$ cat config.mk
export PLATFORM = sky130hd
export DESIGN_NAME = echo_request_deserializer
export DESIGN_NICKNAME = d
export VERILOG_FILES = /design/src/rtl/echo_pkg.sv /design/src/rtl/echo_request_deserializer.sv
export SDC_FILE = /design/constraint.sdc
export NUM_CORES = 1
export LEC_CHECK = 0
export CAP_MARGIN = 20
export CORE_ASPECT_RATIO = 1.25
export CORE_MARGIN = 10
export CORE_UTILIZATION = 63
export CTS_BUF_LIST = sky130_fd_sc_hd__clkbuf_8 sky130_fd_sc_hd__clkbuf_16
export CTS_CLUSTER_DIAMETER = 40
export CTS_CLUSTER_SIZE = 28
export DETAILED_ROUTE_END_ITERATION = 10
export DONT_BUFFER_PORTS = 1
export PLACE_DENSITY = 0.89
export SLEW_MARGIN = 20
export SYNTH_ARGS = -nofsm -noshare
export SYNTH_HDL_FRONTEND = slang
export SYNTH_SLANG_ARGS = --single-unit
$ cat constraint.sdc
create_clock -name CLK -period 2.33 [get_ports CLK]
set_input_delay 0.1165 -clock CLK [delete_from_list [all_inputs] [get_ports CLK]]
set_output_delay 0.1165 -clock CLK [all_outputs]
set_load 0.01 [all_outputs]
$ cat src/rtl/echo_pkg.sv
// Shared constants for the echo request path: message tags, header field
// positions, pipe message word indices and deserializer state codes.
package echo_pkg;

  localparam int DATA_WIDTH = 32;
  localparam int MSG_WORDS  = 6;

  localparam logic [7:0] TAG_SAY  = 8'd1;
  localparam logic [7:0] TAG_SAY2 = 8'd2;

  localparam int HDR_TAG_LSB   = 0;
  localparam int HDR_LEN_LSB   = 8;
  localparam int HDR_FIELD_W   = 8;

  localparam int WORD_TAG  = 0;
  localparam int WORD_METH = 1;
  localparam int WORD_V    = 2;

  localparam logic [0:0] STATE_HDR = 1'b0;
  localparam logic [0:0] STATE_PAY = 1'b1;

  // A tag is deliverable only if the dispatcher knows how to route it.
  function automatic logic is_known_tag(input logic [7:0] tag);
    return (tag == TAG_SAY) || (tag == TAG_SAY2);
  endfunction

endpackage

$ cat src/rtl/echo_request_deserializer.sv
// Assembles framed 32-bit host beats into 192-bit pipe messages. One frame
// can assemble while the previous message waits in the output register.
module echo_request_deserializer
  import echo_pkg::*;
#(
  parameter int DATA_WIDTH = echo_pkg::DATA_WIDTH,
  parameter int MSG_WORDS  = echo_pkg::MSG_WORDS,
  parameter int ERR_WIDTH  = 16
) (
  input  logic                            CLK,
  input  logic                            nRST,
  input  logic                            in_enq__ENA,
  input  logic [DATA_WIDTH-1:0]           in_enq_v,
  output logic                            in_enq__RDY,
  output logic                            pipe_enq__ENA,
  output logic [DATA_WIDTH*MSG_WORDS-1:0] pipe_enq_v,
  input  logic                            pipe_enq__RDY,
  output logic [ERR_WIDTH-1:0]            err_count
);

  localparam int CNT_W = $clog2(MSG_WORDS);
  localparam int MSG_W = DATA_WIDTH * MSG_WORDS;
  localparam int PAY_W = DATA_WIDTH * (MSG_WORDS - 1);

  logic [0:0]             state;
  logic [CNT_W-1:0]       cnt;
  logic [CNT_W-1:0]       frame_len;
  logic [7:0]             frame_tag;
  logic [PAY_W-1:0]       asm_payload;
  logic [MSG_W-1:0]       out_msg;
  logic                   out_valid;

  logic                   last_beat;
  logic                   beat_fire;
  logic                   frame_done;
  logic                   load_out;
  logic                   hdr_len_ok;
  logic                   err_inc;
  logic [HDR_FIELD_W-1:0] hdr_len;
  logic [MSG_W-1:0]       next_msg;

  // Handshake and frame-event decode; input readiness never looks at beat data.
  always_comb begin
    hdr_len    = in_enq_v[HDR_LEN_LSB +: HDR_FIELD_W];
    hdr_len_ok = (hdr_len != '0) && (hdr_len <= HDR_FIELD_W'(MSG_WORDS - 1));
    last_beat  = (state == STATE_PAY) && (cnt == frame_len);
    in_enq__RDY = !(last_beat && out_valid && !pipe_enq__RDY);
    beat_fire  = in_enq__ENA && in_enq__RDY;
    frame_done = beat_fire && last_beat;
    load_out   = frame_done && is_known_tag(frame_tag);
    err_inc    = beat_fire && (((state == STATE_HDR) && !hdr_len_ok) ||
                               (last_beat && !is_known_tag(frame_tag)));
  end

  // Completed message image: the final payload beat is merged in directly so it
  // can be loaded into the output register on the same edge it arrives.
  always_comb begin
    next_msg = '0;
    next_msg[WORD_TAG*DATA_WIDTH +: DATA_WIDTH] = {{(DATA_WIDTH-8){1'b0}}, frame_tag};
    for (int k = 1; k < MSG_WORDS; k++) begin
      if (CNT_W'(k) == cnt)
        next_msg[k*DATA_WIDTH +: DATA_WIDTH] = in_enq_v;
      else
        next_msg[k*DATA_WIDTH +: DATA_WIDTH] = asm_payload[(k-1)*DATA_WIDTH +: DATA_WIDTH];
    end
  end

  // Header/payload sequencer that collects payload words into the assembly buffer.
  always_ff @(posedge CLK or negedge nRST) begin
    if (!nRST) begin
      state       <= STATE_HDR;
      cnt         <= '0;
      frame_len   <= '0;
      frame_tag   <= '0;
      asm_payload <= '0;
    end else if (beat_fire) begin
      case (state)
        STATE_HDR: begin
          if (hdr_len_ok) begin
            frame_tag   <= in_enq_v[HDR_TAG_LSB +: 8];
            frame_len   <= hdr_len[CNT_W-1:0];
            cnt         <= CNT_W'(1);
            asm_payload <= '0;
            state       <= STATE_PAY;
          end
        end
        STATE_PAY: begin
          for (int k = 1; k < MSG_WORDS; k++) begin
            if (CNT_W'(k) == cnt)
              asm_payload[(k-1)*DATA_WIDTH +: DATA_WIDTH] <= in_enq_v;
          end
          if (cnt == frame_len)
            state <= STATE_HDR;
          else
            cnt <= cnt + CNT_W'(1);
        end
        default: state <= STATE_HDR;
      endcase
    end
  end

  // One-entry output slot: a newly completed good frame takes priority over
  // emptying, so back-to-back messages leave no bubble.
  always_ff @(posedge CLK or negedge nRST) begin
    if (!nRST) begin
      out_msg   <= '0;
      out_valid <= 1'b0;
    end else if (load_out) begin
      out_msg   <= next_msg;
      out_valid <= 1'b1;
    end else if (out_valid && pipe_enq__RDY) begin
      out_valid <= 1'b0;
    end
  end

  // Saturating count of dropped frames; it sticks at all-ones.
  always_ff @(posedge CLK or negedge nRST) begin
    if (!nRST)
      err_count <= '0;
    else if (err_inc && (err_count != '1))
      err_count <= err_count + ERR_WIDTH'(1);
  end

  assign pipe_enq__ENA = out_valid;
  assign pipe_enq_v    = out_msg;

endmodule

* After elaboration in Yosys (flattened, before gate mapping)
Index checks and enable logic that the tools add are counted.
** Cells by class
- Magnitude comparators :: 1
- Bitwise logic cells :: 1
- Mux-type cells :: 15
- Equal/unequal tests :: 11
- Reduce and logical (&&, ||, !) cells :: 23
- Add/sub/neg operators :: 2
** Operators with widths (count)
- $pmux W160 S2 :: 1
- $mux W160 :: 1
- $mux W32 :: 5
- $add A16 B1 Y16 const B :: 1
- $ne A16 B16 Y1 const B :: 1
- $logic_and A1 B1 Y1 :: 12
- $eq A8 B1 Y1 const B :: 1
- $eq A8 B2 Y1 const B :: 1
- $le A8 B3 Y1 const B :: 1
- $reduce_bool A8 Y1 :: 1
- $eq A2 B3 Y1 const A :: 2
- $eq A3 B3 Y1 const A :: 2
- $mux W3 :: 2
- $pmux W3 S2 :: 1
- $reduce_and A3 Y1 :: 2
- $logic_not A1 Y1 :: 4
- $mux W1 :: 4
- $ne A2 B2 Y1 const B :: 2
- $add A3 B1 Y3 const B :: 1
- $eq A1 B3 Y1 const A :: 1
- $eq A3 B3 Y1 :: 1
- $logic_or A1 B1 Y1 :: 2
- $pmux W1 S2 :: 1
- $reduce_and A2 Y1 :: 1
- 2 further kinds :: 2
** Word-level totals
- Output and inout port bits :: 210
- Bits of input ports :: 36
- Register bits after elaboration :: 360
- Logic and storage cells :: 61

* Longest topological paths before layout
Gate-level depths: netlist of run 1.
- Word-level depth :: 9
- Depth in mapped cells :: 8

* Worst setup path before layout of run 1
No wires, ideal clock.
- Path type :: register to register
- Start :: reg state
- End :: reg out_msg[188], in the netlist pipe_enq_v[188]
- Period minus slack after synthesis :: 2145 ps
- Library setup time :: 127 ps
- Data arrival time :: 2018 ps
- Setup slack :: 185 ps
- Path buffers :: 3
- Cell stages (with the launch flop) :: 9
- Cells stage by stage :: dfrtp_1 -> clkbuf_1 -> and3b_1 -> nand4_1 -> nand2_2 -> nor3_2 -> buf_2 -> buf_4 -> mux2_1
** On the way
- Word-level cells in the longest chain between the ends :: 7
** RTL lines
- start: declaration :: RTL line echo_request_deserializer.sv:25 : logic [0:0] state;
- start signal: assignment :: RTL line echo_request_deserializer.sv:71 : state <= STATE_HDR;
- start signal: assignment :: RTL line echo_request_deserializer.sv:84 : state <= STATE_PAY;
- start signal: assignment :: RTL line echo_request_deserializer.sv:93 : state <= STATE_HDR;
- $logic_and A1 B1 Y1 :: RTL line echo_request_deserializer.sv:46 : last_beat = (state == STATE_PAY) && (cnt == frame_len);
- $logic_and A1 B1 Y1 (2 in a row) :: RTL line echo_request_deserializer.sv:47 : in_enq__RDY = !(last_beat && out_valid && !pipe_enq__RDY);
- $logic_not A1 Y1 :: RTL line echo_request_deserializer.sv:47
- net in_enq__RDY :: RTL line echo_request_deserializer.sv:14 : output logic in_enq__RDY,
- $logic_and A1 B1 Y1 :: RTL line echo_request_deserializer.sv:48 : beat_fire = in_enq__ENA && in_enq__RDY;
- $logic_and A1 B1 Y1 :: RTL line echo_request_deserializer.sv:49 : frame_done = beat_fire && last_beat;
- $logic_and A1 B1 Y1 :: RTL line echo_request_deserializer.sv:50 : load_out = frame_done && is_known_tag(frame_tag);
- end signal: assignment :: RTL line echo_request_deserializer.sv:109 : out_msg <= next_msg;
- end: declaration :: RTL line echo_request_deserializer.sv:30 : logic [MSG_W-1:0] out_msg;
The timed path passes the listed nets, and every way through them passes these cells.
A chain may end at the register's enable or synchronous reset.

* Worst setup path after layout of run 1
- Start :: reg state
- End :: reg asm_payload[25]
** On the way
- Word-level cells in the longest chain between the ends :: 6
** RTL lines
- $logic_and A1 B1 Y1 :: RTL line echo_request_deserializer.sv:46
- $logic_and A1 B1 Y1 (2 in a row) :: RTL line echo_request_deserializer.sv:47
- $logic_not A1 Y1 :: RTL line echo_request_deserializer.sv:47
- $logic_and A1 B1 Y1 :: RTL line echo_request_deserializer.sv:48
- $reduce_and A2 Y1 (no line)
- end signal: indexed assignment :: RTL line echo_request_deserializer.sv:90 : asm_payload[(k-1)*DATA_WIDTH +: DATA_WIDTH] <= in_enq_v;
- end: declaration :: RTL line echo_request_deserializer.sv:29 : logic [PAY_W-1:0] asm_payload;
Parallel ways exist; a longest one is shown, timed or not.

==> results.rst, run 1 <==
.. list-table::
   :header-rows: 1

   * - Metric
     - Value
   * - Logic gate share of total power
     - between 20% and 30%
   * - Register share of total power
     - between 40% and 50%
   * - Failing checks
     - hold timing
   * - DRC violations left
     - 0
   * - Post-CTS Hold Buffers
     - 34
   * - Yosys Warn Count
     - 0
   * - Number of inserted filler cells in the final layout
     - 1465
   * - Die ar.
     - approximately 31000 sq um
   * - Worst ir drop on vdd
     - a little over 0.0008 V
   * - Combined area of all synthesized cells
     - approximately 16000 sq um
   * - Sinks on the clock net
     - 360
   * - Period Utilization, post-route
     - 98.2%
   * - Netlist cell types
     - 42
   * - Worst Tran Pin Value
     - between 1 and 1.5 ns
   * - Residual antenna-violating net count after detailed routing
     - 0
   * - Initial standard-cell utilization of the core
     - a little under two thirds
   * - # rows
     - between 60 and 70
   * - Maximum level of the CTS H-tree
     - 2
   * - CP Max Fanout
     - 32
   * - Clock transition at the registers of the reported paths
     - about 0.07 ns
   * - Internal power component
     - approximately 14000 uW
   * - Class of the most critical setup path
     - flip-flop to flip-flop
   * - Required time reported for the critical path endpoint
     - about 2.8 ns
   * - Mean instance size in the synthesized netlist
     - around 14 sq um
   * - Post-Place Cells
     - around 1.4k
   * - Combined flip-flop and latch cell area
     - 9010 sq um
   * - Initial antenna violation count
     - 3
   * - Max Fclk
     - approximately 440 MHz
   * - Number of standard cells in the final layout excluding fillers
     - around 1.5k
   * - Worst-skew pair later-pin latency
     - ~0.53 ns
   * - Number of global-route vias before repair
     - ~10k
   * - Area taken by multi-input logic gates
     - between 6000 and 7000 sq um
   * - Hold Vio Cnt, Final
     - between 300 and 400
   * - Vias/cell
     - 6.45
   * - Number of enable-type register cells in the synthesized netlist
     - 0
   * - Worst slew margin
     - between 30% and 40%
   * - Buffers added on ports
     - 0
   * - Clock share of power
     - a little under a third
   * - Post-DP HPWL
     - roughly 24 mm
   * - Async S/R FF share, synth
     - 100%
   * - Final sum of negative setup slack
     - 0 ns
   * - Chip width
     - 161 um
   * - Final-report setup violation count
     - 0
   * - Floorplan core area
     - around 24000 sq um
   * - CTS buffer count
     - 37
   * - GRT Util Overall
     - about a quarter
   * - WL final
     - about 41 mm
   * - Grt ovf
     - 0
   * - Sw Share
     - between 20 and 30%
   * - Hold crit path type
     - input pin to async pin
   * - Pins over their slew limit
     - 0
   * - Total of flip-flops plus latches after synthesis
     - 360
   * - Status
     - complete, but fails checks
   * - Share of synthesized area occupied by flip-flops and latches
     - between 50% and 60%
   * - Vias post-DR
     - 9561
   * - Final-stage net count
     - between 1k and 1.5k
   * - Proportion of netlist area held by the largest area contributor
     - 57.8%
   * - Layout Area Growth over Synthesis
     - 13.8%
   * - Leading register cell type out of synthesis
     - dfrtp_1
   * - Max Buffers Root-to-Sink
     - 3
   * - Die H
     - between 150 and 200 um
   * - Min Tclk post-route
     - between 2 and 2.5 ns
   * - Global-route wire length before repair
     - roughly 62 mm
   * - Ports placed on the boundary
     - around 250
   * - Power density over cell area
     - 1140 nW/um^2
   * - Pin count of the biggest net entering global routing
     - about 360
   * - Library cell used as clock root buffer
     - clkbuf_16
   * - Unrepaired setup endpoints after global routing
     - true
   * - Fraction of final layout cells with drive strength greater than 1
     - a little under a third
   * - Routed wirelength normalized by instance count
     - ~27 um
   * - First DRT Iteration DRCs
     - around 730
   * - Ranking of synthesized cells by area
     - dfrtp_1 58%, mux2_2 17%, a22o_1 9.0%
   * - Synth area leader
     - dfrtp_1
   * - Switching Power
     - ~5800 uW
   * - Setup crit end kind
     - flip-flop
   * - Worst EP arrival
     - around 2.7 ns
   * - Kind of launch point of the worst setup path
     - flip-flop
   * - Synthesized instance count
     - about 1.1k
   * - Post-Route Hold Slack
     - -0.725 ns
   * - Total iterations of the first detailed-routing run
     - 5
   * - Weighted congestion reported at the end of routability-driven placement
     - between 0.8 and 0.9
   * - Worst setup skew after layout
     - 0.0225 ns
   * - Max-capacitance violation count
     - 0
   * - Leakage power
     - between 0.008 and 0.009 uW
   * - Clock tree from TritonCTS
     - yes
==> worst paths after layout <==
check	from	end	slack (ns)	cells past startpoint
max in group asynchronous	nRST	pipe_enq_v[89]$_DFFE_PN0P_	2.34	0
min in group CLK	in_enq_v[8]	state$_DFFE_PN0P_	0.04	3
setup reg to reg	state$_DFFE_PN0P_	asm_payload[25]$_DFFE_PN0P_	0.04	6
setup / recovery	state$_DFFE_PN0P_	asm_payload[25]$_DFFE_PN0P_	0.04	6
hold reg to reg	asm_payload[18]$_DFFE_PN0P_	asm_payload[18]$_DFFE_PN0P_	0.49	1
hold / removal	nRST	asm_payload[103]$_DFFE_PN0P_	-0.73	0
==> per-layer routing <==
layer / vias to the layer above / share of wire, % / global-route usage (%) / wire, um
met5: - / 0 / 0 / 0
met3: 97 / 9.0 / 7.42 / 3660
met4: 0 / 4.2 / 10.1 / 1720
li1: 4028 / - / - / -
met2: 448 / 49 / 40.9 / 19800
met1: 4988 / 38 / 30.3 / 15500
==> through the flow <==
step                      worst slack, ns  utilization (%)  cell area (sq um)  power (uW)
after floorplan                     0.185                -              15700       12400
after global placement              0.104             65.4              16000       13400
after detailed placement         -0.00514             65.4              16000       13700
after CTS                         0.00942             72.4              17700       20100
after global routing              -0.0233             72.6              17700       21100
final                              0.0417             72.6              17700       20200
==> synthesized netlist by cell type (2+ instances only) <==
master    count
mux2_2      231
nand2_1      11
buf_1        16
nor3_1        9
inv_1         7
nor2_1       16
nor3b_1       3
and2_1        3
clkbuf_1     50
and4_1        3
buf_2        22
ha_1          6
and3_1        2
dfrtp_1     360
o21ai_0       3
nand3_1       5
nor2b_1       6
nor4b_1       2
buf_4        35
o21ai_1       5
xnor2_1       3
mux2_1      103
a22o_1      160
nand4_1       9
xor2_1       16
==> logic make-up after synthesis <==
family	share of synthesized area, %
simple gates	2.66
buf+inv	4.15
flops	57.8
xor+xnor	1.07
other cells	0.0241
fa+ha+maj	0.482
mux	24.1
compound gates	9.70
==> critical path, cell delays in order (launching register included) <==
cell     delay [ns]
dfrtp_1        0.39
and3b_1        0.23
a41oi_2        0.22
nand2_1        0.09
buf_4          0.21
nor2_4         0.78
a22o_1         0.29
==> final cells by class <==
| class | count | area share [%] |
|---|---|---|
| Sequential cell | 360 | 50.8 |
| Multi-Input combinational cell | 639 | 34.9 |
| Clock buffer | 45 | 5.97 |
| Timing Repair Buffer | 76 | 4.47 |
| Tap cell | 330 | 2.33 |
| Clock inverter | 22 | 1.32 |
| Inverter | 7 | 0.148 |
| Antenna cell | 4 | 0.0564 |
==> flip-flops by register name, summed over array words and instances (netlist names) <==
| signal | cells |
|---|---|
| pipe_enq_v | 168 |
| state | 1 |
| err_count | 16 |
| frame_tag | 8 |
| frame_len | 3 |
| pipe_enq__ENA | 1 |
| asm_payload | 160 |
| cnt | 3 |
==> power by group through the flow <==
stage | sequential, uW | clock [uW] | combinational (uW)
after detailed placement | 8990 | 0 | 4730
final | 8960 | 6190 | 5010
after global routing | 9140 | 6520 | 5410
after floorplan | 8630 | 0 | 3810
after global placement | 8920 | 0 | 4520
after CTS | 8940 | 6260 | 4950
==> timing repair <==
action	CTS	global route
resized for setup	1	5
pin swaps	2	3
setup endpoints to repair	134	258
hold endpoints to repair	696	360
gates cloned	2	2
buffers inserted	3	1
==> placed cells by master, fill, tap and decap left out, types with 5 or more instances in the layout <==
master,n
dlygate4sd3_1,34
buf_4,32
xor2_1,16
inv_1,12
nor2_1,11
nor3_1,9
mux2_1,103
nand4_1,9
buf_12,9
dfrtp_1,360
nand2_2,5
clkbuf_8,6
mux2_2,231
nand3_1,5
clkbuf_16,39
nor2_4,7
nand2_1,7
ha_1,5
conb_1,24
o21ai_4,6
a22o_1,160
nor2b_1,6
Note: power is estimated with default switching activity, not from simulation.
==> inputs of run 2 (changes only) <==
--- a/config.mk
+++ b/config.mk
@@ -15,4 +15,5 @@
 export DETAILED_ROUTE_END_ITERATION = 10
 export DONT_BUFFER_PORTS = 1
+export GPL_TIMING_DRIVEN = 0
 export PLACE_DENSITY = 0.89
 export SLEW_MARGIN = 20
@@ -20,2 +21,3 @@
 export SYNTH_HDL_FRONTEND = slang
 export SYNTH_SLANG_ARGS = --single-unit
+export TNS_END_PERCENT = 20
==> constraint.sdc (replaced) <==
create_clock -name CLK -period 2.33 [get_ports CLK]
set_input_delay 0.1165 -clock CLK [delete_from_list [all_inputs] [get_ports CLK]]
set_output_delay 0.1165 -clock CLK [all_outputs]
set_load 0.005 [all_outputs]
==> results.rst, run 2 (synthesis gave the netlist of run 1 again) <==
.. list-table::
   :header-rows: 1

   * - Metric
     - Value
   * - Failing checks
     - hold timing, setup timing (was hold timing)
   * - Max-capacitance violation count
     - 0 (unchanged)
   * - Residual antenna-violating net count after detailed routing
     - 0 (unchanged)
   * - Setup slack of the critical path after layout
     - -0.00742 ns (was 0.0417 ns)
   * - Clock transition at the registers of the reported paths
     - 0.07 ns (about the same)
   * - Worst Tran Pin Value
     - 0.741 ns (was 1.01 ns)
   * - Worst EP arrival
     - 2.80 ns (was 2.74 ns)
   * - Grt ovf
     - 0 (unchanged)
   * - Diode insertion count for antenna repair
     - 0 (was 4)
   * - Worst reg-to-reg path cell count
     - 6 (unchanged)
   * - Kind of launch point of the worst setup path
     - flip-flop (unchanged)
   * - Status
     - complete, but fails checks (unchanged)
   * - Die ar.
     - 31500 sq um (unchanged)
   * - Min Tclk post-route
     - 2.34 ns (was 2.29 ns)
   * - Layout Area Growth over Synthesis
     - 13.7% (was 13.8%)
   * - # rows
     - 64 (unchanged)
   * - Class of the most critical setup path
     - flip-flop to flip-flop (unchanged)
   * - End of the worst register-to-register path
     - asm_payload[7]$_DFFE_PN0P_ (was asm_payload[25]$_DFFE_PN0P_)
   * - Max Buffers Root-to-Sink
     - 3 (unchanged)
   * - Hold crit path type
     - input pin to async pin (unchanged)
   * - Initial standard-cell utilization of the core
     - 63.8% (unchanged)
   * - Worst-skew pair later-pin latency
     - 0.53 ns (about the same)
   * - Die H
     - 196 um (unchanged)
   * - CP Max Fanout
     - 10 (was 32)
   * - Number of global-route vias before repair
     - 10.4k (was 10.0k)
   * - Total iterations of the first detailed-routing run
     - 4 (was 5)
   * - Worst slew margin
     - 50.6% (was 32.6%)
   * - Global-route wire length before repair
     - 63.0 mm (was 62.1 mm)
   * - Library cell used as clock root buffer
     - clkbuf_16 (unchanged)
   * - Final sum of negative setup slack
     - -0.0105 ns (was 0 ns)
   * - Final-report setup violation count
     - 2 (was 0)
   * - Routed wirelength normalized by instance count
     - 26.2 um (was 27.4 um)
   * - Hold Vio Cnt, Final
     - 360 (unchanged)
   * - Setup crit end kind
     - flip-flop (unchanged)
   * - First DRT Iteration DRCs
     - 611 (was 731)
   * - Most common cell after layout, fill and taps aside
     - dfrtp_1 (unchanged)
   * - Final-stage net count
     - 1223 (was 1163)
   * - DRC violations left
     - 0 (unchanged)
   * - Fraction of final layout cells with drive strength greater than 1
     - 33.3% (was 31.3%)
   * - CTS buffer count
     - 37 (unchanged)
   * - Start of the worst register-to-register path
     - cnt[1]$_DFFE_PN0P_ (was state$_DFFE_PN0P_)
   * - Required time reported for the critical path endpoint
     - 2.79 ns (about the same)
   * - Pins over their slew limit
     - 0 (unchanged)
   * - Leakage power
     - 0.00875 uW (was 0.00863 uW)
   * - Buffers added on ports
     - 0 (unchanged)
   * - Weighted congestion reported at the end of routability-driven placement
     - 0.849 (was 0.833)
   * - Most frequent cells in the layout
     - 358 x dfrtp_1, 231 x mux2_2, 160 x a22o_1 (was 360 x dfrtp_1, 231 x mux2_2, 160 x a22o_1)
   * - Post-DP HPWL
     - 26.5 mm (was 24.0 mm)
   * - Max FFs per register
     - 168 (unchanged)
   * - GRT Util Overall
     - 25.2% (was 24.9%)
   * - Floorplan core area
     - 24400 sq um (unchanged)
   * - Ports placed on the boundary
     - 246 (unchanged)
   * - Worst setup skew after layout
     - 0.0289 ns (was 0.0225 ns)
   * - Max Fclk
     - 428 MHz (was 437 MHz)
   * - Post-CTS Hold Buffers
     - 13 (was 34)
   * - Sinks on the clock net
     - 360 (unchanged)
   * - WL final
     - 40.3 mm (was 40.7 mm)
   * - Post-Route Hold Slack
     - -0.713 ns (was -0.725 ns)
   * - Pin count of the biggest net entering global routing
     - 361 (unchanged)
   * - Clock tree from TritonCTS
     - yes (unchanged)
   * - Placement-stage cell area
     - 16100 sq um (was 16000 sq um)
   * - Worst ir drop on vdd
     - 0.000596 V (was 0.000816 V)
   * - Vias/cell
     - 6.27 (was 6.45)
   * - Finished Cell Area
     - 17700 sq um (about the same)
   * - Initial antenna violation count
     - 0 (was 3)
   * - Unrepaired setup endpoints after global routing
     - true (unchanged)
   * - Chip width
     - 161 um (unchanged)
   * - Flop-to-flop setup slack
     - -0.007 ns (was 0.04 ns)
   * - Core Util, Final
     - 72.6% (about the same)
   * - Vias post-DR
     - 9648 (was 9561)
   * - Total Power Consumption
     - 20000 uW (was 20200 uW)
   * - Maximum level of the CTS H-tree
     - 2 (unchanged)
   * - Period Utilization, post-route
     - 100% (was 98.2%)
   * - Power density over cell area
     - 1130 nW/um^2 (was 1140 nW/um^2)
-- run 2: cell count changes in the layout (fill, tap and decap cells not counted), moves of 5 or more --
cell / before / now
inv_1: 12 / 7
buf_6: 0 / 8
nor2_4: 7 / 1
o21ai_4: 6 / 0
buf_4: 32 / 37
clkbuf_2: 0 / 23
dlygate4sd3_1: 34 / 13
buf_1: 0 / 16
clkbuf_1: 0 / 22
buf_12: 9 / 1
buf_2: 0 / 15
-- run 2: cell type report --
cell class                 count  area [sq um]
inverter                       7          26.3
multi-input combinational    636          6100
clock buffer                  39           953
timing repair buffer          19           188
fill                        1539          6690
sequential                   360          9010
clock inverter                28           338
buffer                       120           701
tap                          330           413
-- run 2: how the worst max path moves through the flow --
stage               slack (ns)                           to          startpoint  depth (start not counted)
global route             -0.08   asm_payload[2]$_DFFE_PN0P_  cnt[1]$_DFFE_PN0P_                          6
finish                  -0.007   asm_payload[7]$_DFFE_PN0P_  cnt[1]$_DFFE_PN0P_                          6
CTS                      0.007   pipe_enq_v[54]$_DFFE_PN0P_  cnt[1]$_DFFE_PN0P_                          6
detailed placement       -0.71  pipe_enq_v[147]$_DFFE_PN0P_   state$_DFFE_PN0P_                          8
floorplan                 0.23  pipe_enq_v[188]$_DFFE_PN0P_  cnt[0]$_DFFE_PN0P_                          6
global placement         -0.65  pipe_enq_v[165]$_DFFE_PN0P_   state$_DFFE_PN0P_                          8
-- run 2: critical path, stage by stage, from the launching register on --
cell and delay [ns]:
dfrtp_1 0.45, xnor2_2 0.22, a41oi_4 0.42, nand2_1 0.24, nor2_1 0.41, buf_2 0.33, a22o_1 0.20
-- run 2: metal layers --
| metal | routed length [um] | track usage, % |
|---|---|---|
| met5 | 0 | 0 |
| met4 | 1790 | 11.2 |
| met3 | 3870 | 8.86 |
| met2 | 19400 | 41.3 |
| met1 | 15200 | 29.5 |
-- run 2: what timing repair did --
action | CTS | global route
setup buffers | 4 | 1
gates cloned | 1 | 0
resized for setup | 48 | 21
hold endpoints to repair | 383 | 360
pin swaps | 3 | 4
setup endpoints to repair | 300 | 313
-- run 2: through the flow --
stage               setup WS, ns  cells
floorplan                  0.230   1126
global placement          -0.652   1456
detailed placement        -0.707   1456
CTS                      0.00720   1539
global route             -0.0776   1539
finish                  -0.00742   1539
-- run 2: where the power goes --
group	total (uW)	switching (uW)	internal, uW	leakage (uW)
Combinational	4840	1980	2860	0.00340
Clock	6210	2740	3460	0.000621
Sequential	8930	1130	7800	0.00473
Total	20000	5850	14100	0.00875
